<file path="src/rtl/pipe_stage_ctrl.sv">
// rtl/pipe_stage_ctrl.sv - 5-stage pipeline sequencing: PC, stage valids, register enables, perf counters
module pipe_stage_ctrl #(
  parameter logic [31:0] RESET_PC = 32'h0000_0000,
  parameter int          CNT_W    = 32
) (
  input  logic             clk,
  input  logic             rst,
  input  logic             stall_IF,
  input  logic             stall_ID,
  input  logic             flush_ID,
  input  logic             flush_EX,
  input  logic             EX_br_sel,
  input  logic [31:0]      br_target,
  input  logic             mem_busy,
  output logic [31:0]      pc_IF,
  output logic             en_IFID,
  output logic             en_IDEX,
  output logic             en_EXMEM,
  output logic             en_MEMWB,
  output logic             valid_ID,
  output logic             valid_EX,
  output logic             valid_MEM,
  output logic             valid_WB,
  output logic             retire,
  output logic             misalign,
  output logic [CNT_W-1:0] cnt_cycle,
  output logic [CNT_W-1:0] cnt_retire,
  output logic [CNT_W-1:0] cnt_stall,
  output logic [CNT_W-1:0] cnt_flush
);

  logic [31:0]      pc_q, pc_d;
  logic             valid_id_q, valid_id_d;
  logic             valid_ex_q, valid_ex_d;
  logic             valid_mem_q, valid_mem_d;
  logic             valid_wb_q, valid_wb_d;
  logic             misalign_q, misalign_d;
  logic [CNT_W-1:0] cnt_cycle_q, cnt_cycle_d;
  logic [CNT_W-1:0] cnt_retire_q, cnt_retire_d;
  logic [CNT_W-1:0] cnt_stall_q, cnt_stall_d;
  logic [CNT_W-1:0] cnt_flush_q, cnt_flush_d;

  logic advance;

  // A cycle advances the pipe only outside reset and while data memory is ready
  always_comb begin
    advance  = !rst && !mem_busy;
    en_IFID  = advance && (!stall_ID || flush_ID);
    en_IDEX  = advance;
    en_EXMEM = advance;
    en_MEMWB = advance;
    retire   = valid_wb_q && !mem_busy && !rst;
  end

  // Next-state for PC, valids, sticky misalign and counters; a branch overrides any stall
  always_comb begin
    pc_d        = pc_q;
    valid_id_d  = valid_id_q;
    valid_ex_d  = valid_ex_q;
    valid_mem_d = valid_mem_q;
    valid_wb_d  = valid_wb_q;
    misalign_d  = misalign_q;
    if (!mem_busy) begin
      if (EX_br_sel) begin
        pc_d = {br_target[31:2], 2'b00};
      end else if (!stall_IF) begin
        pc_d = pc_q + 32'd4;
      end
      if (EX_br_sel && (br_target[1:0] != 2'b00)) begin
        misalign_d = 1'b1;
      end
      if (flush_ID || EX_br_sel) begin
        valid_id_d = 1'b0;
      end else if (!stall_ID) begin
        valid_id_d = 1'b1;
      end
      valid_ex_d  = valid_id_q && !(flush_EX || EX_br_sel);
      valid_mem_d = valid_ex_q;
      valid_wb_d  = valid_mem_q;
    end

    cnt_cycle_d  = cnt_cycle_q + CNT_W'(1);
    cnt_retire_d = retire ? cnt_retire_q + CNT_W'(1) : cnt_retire_q;
    cnt_stall_d  = (mem_busy || (stall_IF && !EX_br_sel)) ? cnt_stall_q + CNT_W'(1) : cnt_stall_q;
    cnt_flush_d  = (EX_br_sel && !mem_busy) ? cnt_flush_q + CNT_W'(1) : cnt_flush_q;
  end

  // State registers; reset drops every in-flight instruction and clears counters
  always_ff @(posedge clk) begin
    if (rst) begin
      pc_q         <= RESET_PC;
      valid_id_q   <= 1'b0;
      valid_ex_q   <= 1'b0;
      valid_mem_q  <= 1'b0;
      valid_wb_q   <= 1'b0;
      misalign_q   <= 1'b0;
      cnt_cycle_q  <= '0;
      cnt_retire_q <= '0;
      cnt_stall_q  <= '0;
      cnt_flush_q  <= '0;
    end else begin
      pc_q         <= pc_d;
      valid_id_q   <= valid_id_d;
      valid_ex_q   <= valid_ex_d;
      valid_mem_q  <= valid_mem_d;
      valid_wb_q   <= valid_wb_d;
      misalign_q   <= misalign_d;
      cnt_cycle_q  <= cnt_cycle_d;
      cnt_retire_q <= cnt_retire_d;
      cnt_stall_q  <= cnt_stall_d;
      cnt_flush_q  <= cnt_flush_d;
    end
  end

  assign pc_IF      = pc_q;
  assign valid_ID   = valid_id_q;
  assign valid_EX   = valid_ex_q;
  assign valid_MEM  = valid_mem_q;
  assign valid_WB   = valid_wb_q;
  assign misalign   = misalign_q;
  assign cnt_cycle  = cnt_cycle_q;
  assign cnt_retire = cnt_retire_q;
  assign cnt_stall  = cnt_stall_q;
  assign cnt_flush  = cnt_flush_q;

endmodule

</file>
<file path="config.mk">
export PLATFORM = sky130hd
export DESIGN_NAME = pipe_stage_ctrl
export DESIGN_NICKNAME = d
export VERILOG_FILES = /design/src/rtl/pipe_stage_ctrl.sv
export SDC_FILE = /design/constraint.sdc
export NUM_CORES = 1
export LEC_CHECK = 0
export ABC_AREA = 1
export CORE_MARGIN = 1.5
export CORE_UTILIZATION = 55
export DETAILED_ROUTE_END_ITERATION = 12
export HOLD_SLACK_MARGIN = 0.15
export MAX_ROUTING_LAYER = met4
export PLACE_DENSITY = 0.86
export SLEW_MARGIN = 5
export SYNTH_ARGS = -nofsm -noshare
export SYNTH_HDL_FRONTEND = slang
export SYNTH_SLANG_ARGS = --single-unit
</file>
<file path="constraint.sdc">
create_clock -name clk -period 2.8 [get_ports clk]
set_clock_uncertainty 0.05 [all_clocks]
set_input_delay 0.42 -clock clk [delete_from_list [all_inputs] [get_ports clk]]
set_output_delay 0.42 -clock clk [all_outputs]
set_load 0.005 [all_outputs]
</file>
Yosys cells after proc, flatten, opt, wreduce, memory -nomap -nowiden
Cells that the tools add are included.
- word-level logic and storage cells: 43
- output and inout port bits: 170
- bits in registers: 165
- input bits: 40
- reductions and logical operators: 21
- equal/unequal tests: 2
- muxes and demuxes: 4
- add/sub/neg operators: 5
- bitwise gates (word level): 1
- operators with widths (cell ; number):
    adder 32 x 1 -> 32 bit, second input constant ; 4
    2-to-1 mux 32 bit ; 2
    adder 32 x 3 -> 32 bit, second input constant ; 1
    logical AND 1 bit ; 8
    AND reduction 2 bit ; 3
    logical NOT 1 bit ; 5
    logical OR 1 bit ; 4
    != test 2 x 1 -> 1 bit, second input constant ; 2
    2-to-1 mux 1 bit ; 2
    nonzero test 2 bit ; 1
    inverter 1 bit ; 1

Depth between registers and ports, before layout
Gate-level depths: netlist of the first run.
- depth in word-level cells: 3
- mapped depth: 10
- depth with buffers taken out: 10

Least setup slack after synthesis of the first run
No wires, ideal clock.
- path kind: flip-flop to flip-flop
- from: register cnt_cycle_q[0], in the netlist cnt_cycle[0]
- to: register cnt_cycle_q[20], in the netlist cnt_cycle[20]
- stages on the path, launching flop included: 10
- arrival: 1459 ps
- path slack: 1163 ps
- path buffers: 0
- period minus slack after synthesis: 1637 ps
- data required time: 2622 ps
- cell sequence: dfxtp_1 ha_1 nand2_1 inv_1 nand2_1 nor2_4 nand3_1 nor2_1 xor2_1 nor2_1
- cells in the longest elaborated chain, start to end: 1
- RTL lines (what ; RTL line ; RTL):
    start, declared ; 38 ; logic [CNT_W-1:0] cnt_cycle_q, cnt_cycle_d;
    start signal, assigned ; 108 ; cnt_cycle_q <= cnt_cycle_d;
    adder 32 x 1 -> 32 bit ; 82 ; cnt_cycle_d = cnt_cycle_q + CNT_W'(1);
Every way passes these cells.
A chain may end at the register's enable or synchronous reset.

Worst setup path after layout of the first run
- from: input port mem_busy
- to: output port en_IFID
- cells in the longest elaborated chain, start to end: 3
- RTL lines (what ; RTL line ; RTL):
    start, declared ; 14 ; input logic mem_busy,
    logical NOT 1 bit ; 47 ; advance = !rst && !mem_busy;
    logical AND 1 bit ; 47 ;
    logical AND 1 bit ; 48 ; en_IFID = advance && (!stall_ID || flush_ID);
    end, declared ; 16 ; output logic en_IFID,
Every way passes these cells.

==> flow_summary.ini, run 1 <==
[drt]
dr.pass1.iters = 5
ant_nets = 0
drt_iter0_markers = 1038
vias_per_cell = 5.49
wire_per_inst_um = 14.5
num_vias = 10800
wl_um = 28400
drc = 0

[floorplanning]
io_pins = 210
die_w_um = 133
coreArea_mm2 = 0.0166
initial_utilization_pct = 56.4
rows = 47
die_area_mm2 = 0.0178
die_h_um = 133

[worst_hold_path]
hold_depth = 4
min_to = valid_EX
min_path_type = in -> reg
hold_start = rst

[critical_path]
r2r_slack_ns = 0.79
startpoint_type = input port
cp_cell_sequence = clkdlybuf4s50_1 > nor2_4 > inv_1 > nor2_1 > clkdlybuf4s50_1
cp.arrival_ns = 1.97
r2r-start = pc_IF[2]
path_class = in -> out
end_kind = output pin
cpPeakStageDelay_ns = 0.54
ff2ff_path_depth = 9
crit_slowest_cell = clkdlybuf4s50_1
critPathMostFrequentCell = clkdlybuf4s50_1
crit_fanout = 6
path_buf_inv = 3
crit_family = buffers and inverters
r2r-end = pc_IF[22]
required_ns = 2.33

[timing]
slew_viol_final = 0
rsz0062_at_grt = false
fin_crit_ns = 2.44
timing.fmax_ghz = 0.410
setup_tns_ns = 0
hold_violations = 0
worst_slew_pin_slew_ns = 0.783
period_share_pct = 87.0
finalSetupViolCount = 0
relSlewSlack_pct = 47.8

[clock_network]
cts-htree-levels = 4
cts_resized = 0
cts_buffers = 17
cts_tree = done
cts_sinks = 163
clkLatencyLatePin_ns = 0.43
cts.clk_slew.worst_paths_ns = 0.06
post_cts_buffers = 0
ctsHoldBuffers = 0
cts_root_buffer = clkbuf_16
clockBufferDepth = 2

[synth]
ys_seq_area_share_pct = 34.9
syn_inst = 1528
synth-xor-area-share_pct = 1.59
yosysWarnings = 0
synth-async-reset-ratio_pct = 0
synth_simple_gate_area_share_pct = 42.6
netlist_area_mm2 = 0.00936
synth_top_cell_by_area = dfxtp_1
synth.distinct_cells = 48
ys_ff_latch = 163
netlist.area_leader.share_pct = 34.9
synth_top_family_by_area = simple AND/OR/NAND/NOR gates
syn_avg_cell_area_um2 = 6.12
muxShareOfSynthArea_pct = 0
synthTopCellsByCount = nand2_1, nor2_1, dfxtp_1
synth_compound_area_share_pct = 11.8
synthTopCellsByArea = dfxtp_1, nand2_1, nor2_1
synthAdderAreaFrac_pct = 0.669
ys.flop_type = dfxtp_1
yosysMostFrequentCell = nand2_1
synth-edff-count = 0

[final_layout]
fin_nets = 1775
instances_no_fill = 1964
area_growth_pct = 31.0
drive_gt1_share_pct = 5.22

[outcome]
outcome = complete, no violations

[power]
power_density_mw_per_mm2 = 437
vdd_ir_drop_max_uv = 459
power_uw = 5350
p_leak_uw = 0.00426

[place]
place_congestion = 0.976
dp_cells = 1931
hpwlAfterDp_um = 20900
portBuffers = 207

[global_route]
grt_pass1_vias = 9779
grt_pass1_wl_um = 46300
grt_start_max_net_pins = 65
grt_use_total_pct = 32.8
antenna_found_initial = 1
met3_usage_pct = 6.28
grt_util_met2_pct = 50.0
busiest_layer = met2
grtUsageMet1_pct = 43.0
grt-ovfl-total = 0

[flow_run]
drv_cap = 0
-- metrics by stage --
stage          utilization [%]  instance area (µm²)  hold slack [ns]  setup WS (ns)
5_1_grt                   73.9                12300            0.358          0.323
4_1_cts                   73.9                12300            0.332          0.362
6_report                  73.9                12300            0.344          0.364
3_5_place_dp              70.1                11600            0.390          0.369
3_3_place_gp              70.1                11600            0.388          0.368
2_1_floorplan                -                 9360            0.397           1.16
-- cell type report --
class / instances / area, µm²
multi-input cells: 1164 / 5310
fillers: 1428 / 4330
flip-flops and latches: 163 / 3260
repair buffers: 218 / 2150
inverters: 166 / 628
clock buffers: 20 / 447
well taps: 220 / 275
clock inverters: 12 / 180
diodes: 1 / 2.50
-- logic make-up after synthesis --
family	Yosys count
buf+inv	202
fa+ha+maj	5
flops	163
other cells	1
compound gates	207
simple gates	933
xor+xnor	17
-- cell usage in the layout (no fill, tap or decap), types with 3 or more instances in the layout --
cell type        count
clkinv_4             3
bufinv_16            4
nor3_1              33
o21ai_0             68
a31oi_1              5
nor2_2              17
ha_1                 5
buf_4               11
dfxtp_1            163
clkbuf_16           17
nand2_1            447
inv_2                3
xor2_1               8
nand4_1             22
or2_2                4
nor2_1             272
nor2_4               4
a21oi_1            112
clkdlybuf4s50_1    206
o21bai_1             4
nor3b_1              3
nand3b_1             4
a211oi_1             4
inv_1              160
nand3_1            107
nand3_2              4
xnor2_1              9
nand2_4              4
-- report_power, final --
part           switching [µW]  leakage (µW)  internal [µW]  total [µW]
clock                     991      0.000301           1520        2510
sequential               63.4       0.00132           2360        2430
combinational             213       0.00264            200         413
-- flip-flops by register name, indices dropped and copies added, names as in the netlist --
name and count:
cnt_cycle 32, cnt_flush 32, cnt_retire 32, cnt_stall 32
pc_IF 30, misalign 1, valid_EX 1, valid_ID 1
valid_MEM 1, valid_WB 1
-- per-layer routing --
| layer | share of wire, % | wire length (µm) |
|---|---|---|
| met1 | 44 | 12500 |
| met5 | 0 | 0 |
| met4 | 3.0 | 839 |
| met3 | 8.3 | 2360 |
| met2 | 45 | 12800 |
-- tightest hold or removal path: stages --
cell	delay, ns
buf_2	0.13
nor2_4	0.08
inv_1	0.08
o31ai_1	0.06
-- worst max-delay path by stage --
| stage | startpoint | end | cells after the start |
|---|---|---|---|
| finish | mem_busy | en_IFID | 5 |
| global route | mem_busy | retire | 5 |
| CTS | mem_busy | en_IFID | 5 |
| detailed placement | mem_busy | en_IFID | 5 |
| global placement | mem_busy | en_IFID | 5 |
| floorplan | cnt_cycle[0] | cnt_cycle[20] | 9 |
Note: power is estimated with default switching activity, not from simulation.
==> inputs of run 2 (changes only) <==
--- a/config.mk
+++ b/config.mk
@@ -7,11 +7,11 @@
 export LEC_CHECK = 0
 export ABC_AREA = 1
 export CORE_MARGIN = 1.5
-export CORE_UTILIZATION = 55
+export CORE_UTILIZATION = 51
 export DETAILED_ROUTE_END_ITERATION = 12
 export HOLD_SLACK_MARGIN = 0.15
 export MAX_ROUTING_LAYER = met4
-export PLACE_DENSITY = 0.86
+export PLACE_DENSITY = 0.81
 export SLEW_MARGIN = 5
 export SYNTH_ARGS = -nofsm -noshare
 export SYNTH_HDL_FRONTEND = slang
==> constraint.sdc (replaced) <==
create_clock -name clk -period 2.5 [get_ports clk]
set_clock_uncertainty 0.05 [all_clocks]
set_input_delay 0.5 -clock clk [delete_from_list [all_inputs] [get_ports clk]]
set_output_delay 0.5 -clock clk [all_outputs]
set_load 0.005 [all_outputs]
==> run 2 against run 1 <==
Die area grew 7.7%. Total power grew 14%. Routed wire length rose by 1.0%. Critical path depth grew 1. Utilization is 4.9 points lower. Count of clock-buffer cells in the layout increased by 1. Largest cell class unchanged.
==> flow_summary.ini, run 2 (synthesis gave the netlist of run 1 again) <==
[outcome]
outcome = complete, no violations

[timing]
fin_crit_ns = 2.40
slew_viol_final = 0
period_share_pct = 96.1
hold_violations = 0
relSlewSlack_pct = 44.3
worst_slew_pin_slew_ns = 0.836
setup_tns_ns = 0
finalSetupViolCount = 0
timing.fmax_ghz = 0.416
rsz0062_at_grt = false

[critical_path]
crit_family = buffers and inverters
cp.arrival_ns = 1.85
critPathMostFrequentCell = clkdlybuf4s50_1
crit_slowest_cell = clkdlybuf4s50_1
crit_start = mem_busy
startpoint_type = input port
r2r-start = pc_IF[2]
r2r_slack_ns = 0.37
end_kind = output pin
crit_fanout = 5
ff2ff_path_depth = 9
endpoint = retire
cp_cell_sequence = clkdlybuf4s50_1 > nor2_4 > buf_12 > nand2_4 > clkinv_1 > clkdlybuf4s50_1
path_depth = 6
cpPeakStageDelay_ns = 0.48
path_buf_inv = 4
required_ns = 1.95
path_class = in -> out
r2r-end = pc_IF[26]

[floorplanning]
io_pins = 210
die_h_um = 138
rows = 49
coreArea_mm2 = 0.0180
initial_utilization_pct = 52.1
die_area_mm2 = 0.0192
die_w_um = 138

[global_route]
grt_pass1_vias = 9607
grt-ovfl-total = 0
grt_pass1_wl_um = 47100
antenna_found_initial = 0
grt_start_max_net_pins = 65
grt_use_total_pct = 30.5

[drt]
drt_iter0_markers = 758
wl_um = 28700
num_vias = 10600
wire_per_inst_um = 14.5
dr.pass1.iters = 6
ant_nets = 0
drc = 0
vias_per_cell = 5.35

[flow_run]
drv_cap = 0

[final_layout]
insertedDiodeCount = 0
fin_area_mm2 = 0.0124
final_common_cell = nand2_1
fin_nets = 1784
drive_gt1_share_pct = 5.77
layout_common_cells = nand2_1, nor2_1, clkdlybuf4s50_1
area_growth_pct = 32.4

[clock_network]
clkLatencyLatePin_ns = 0.43
cts_buffers = 17
cts-htree-levels = 4
cts.clk_slew.worst_paths_ns = 0.06
cts_resized = 0
ctsHoldBuffers = 0
clockBufferDepth = 2
cts_tree = done
post_cts_buffers = 0
cts_root_buffer = clkbuf_16
cts_sinks = 163

[place]
hpwlAfterDp_um = 21000
portBuffers = 207
postPlaceCellArea_mm2 = 0.0117
place_congestion = 1.02

[power]
vdd_ir_drop_max_uv = 540
power_frac_seq_pct = 44.6
clkPwrFrac_pct = 47.5
p_int_uw = 4670
power.share.switching_pct = 23.4
p_leak_uw = 0.00432
switchingPower_uw = 1430
comb_power_share_pct = 7.9
power_density_mw_per_mm2 = 492

[worst_hold_path]
min_path_type = in -> reg
[run 2: final cells by class]
type	count	area, µm²
multi-input cells	1164	5310
fillers	1595	5570
clock buffers	21	480
clock inverters	10	169
well taps	229	287
repair buffers	227	2250
inverters	166	628
flip-flops and latches	163	3260
[run 2: power by group through the flow]
stage | logic, µW | clock network (µW) | registers (µW)
final | 479 | 2900 | 2720
after global placement | 465 | 0 | 2770
after CTS | 478 | 2930 | 2720
after detailed placement | 473 | 0 | 2780
after global routing | 523 | 3020 | 2730
after floorplan | 221 | 0 | 2760
[run 2: routing by layer]
| metal | vias to the layer above | track usage [%] | routed length, µm |
|---|---|---|---|
| li1 | 5304 | - | - |
| met3 | 47 | 5.09 | 2130 |
| met4 | 0 | 8.86 | 565 |
| met5 | - | - | 0 |
| met1 | 4812 | 40.2 | 12700 |
| met2 | 431 | 48.3 | 13400 |
[run 2: worst min-delay path by stage]
stage / start / to / slack [ns] / cells past startpoint
2_1_floorplan: misalign / misalign / 0.40 / 2
3_3_place_gp: misalign / misalign / 0.41 / 2
3_5_place_dp: misalign / misalign / 0.41 / 2
4_1_cts: rst / valid_EX / 0.41 / 4
5_1_grt: rst / valid_EX / 0.43 / 4
6_report: rst / valid_EX / 0.42 / 4
[run 2: worst reg2reg max path: stages, from the launching register on]
cell and delay (ns):
dfxtp_1 0.41, ha_1 0.23, nand2_1 0.08, nor2_1 0.22, nand2_1 0.22, nor2_1 0.46
nand2_1 0.09, nand2_1 0.08, nand3_1 0.06, a21oi_1 0.16
[run 2: stage by stage]
stage | hold slack, ns | total power [µW] | setup slack [ns] | instances | util [%]
after floorplan | 0.397 | 2980 | 0.861 | 1529 | -
after global placement | 0.412 | 3240 | 0.0938 | 1949 | 65.4
after detailed placement | 0.411 | 3250 | 0.0872 | 1949 | 65.4
after CTS | 0.409 | 6130 | 0.0848 | 1980 | 69.0
after global routing | 0.430 | 6270 | 0.0459 | 1980 | 69.0
final | 0.420 | 6100 | 0.0967 | 1980 | 69.0
==> inputs of run 3 (changes only) <==
--- a/config.mk
+++ b/config.mk
@@ -9,7 +9,7 @@
 export CORE_MARGIN = 1.5
 export CORE_UTILIZATION = 51
 export DETAILED_ROUTE_END_ITERATION = 12
-export HOLD_SLACK_MARGIN = 0.15
+export HOLD_SLACK_MARGIN = 0.02
 export MAX_ROUTING_LAYER = met4
 export PLACE_DENSITY = 0.81
 export SLEW_MARGIN = 5
==> results of run 3 <==
No change in the layout: final DEF, timing and power equal those of run 2.
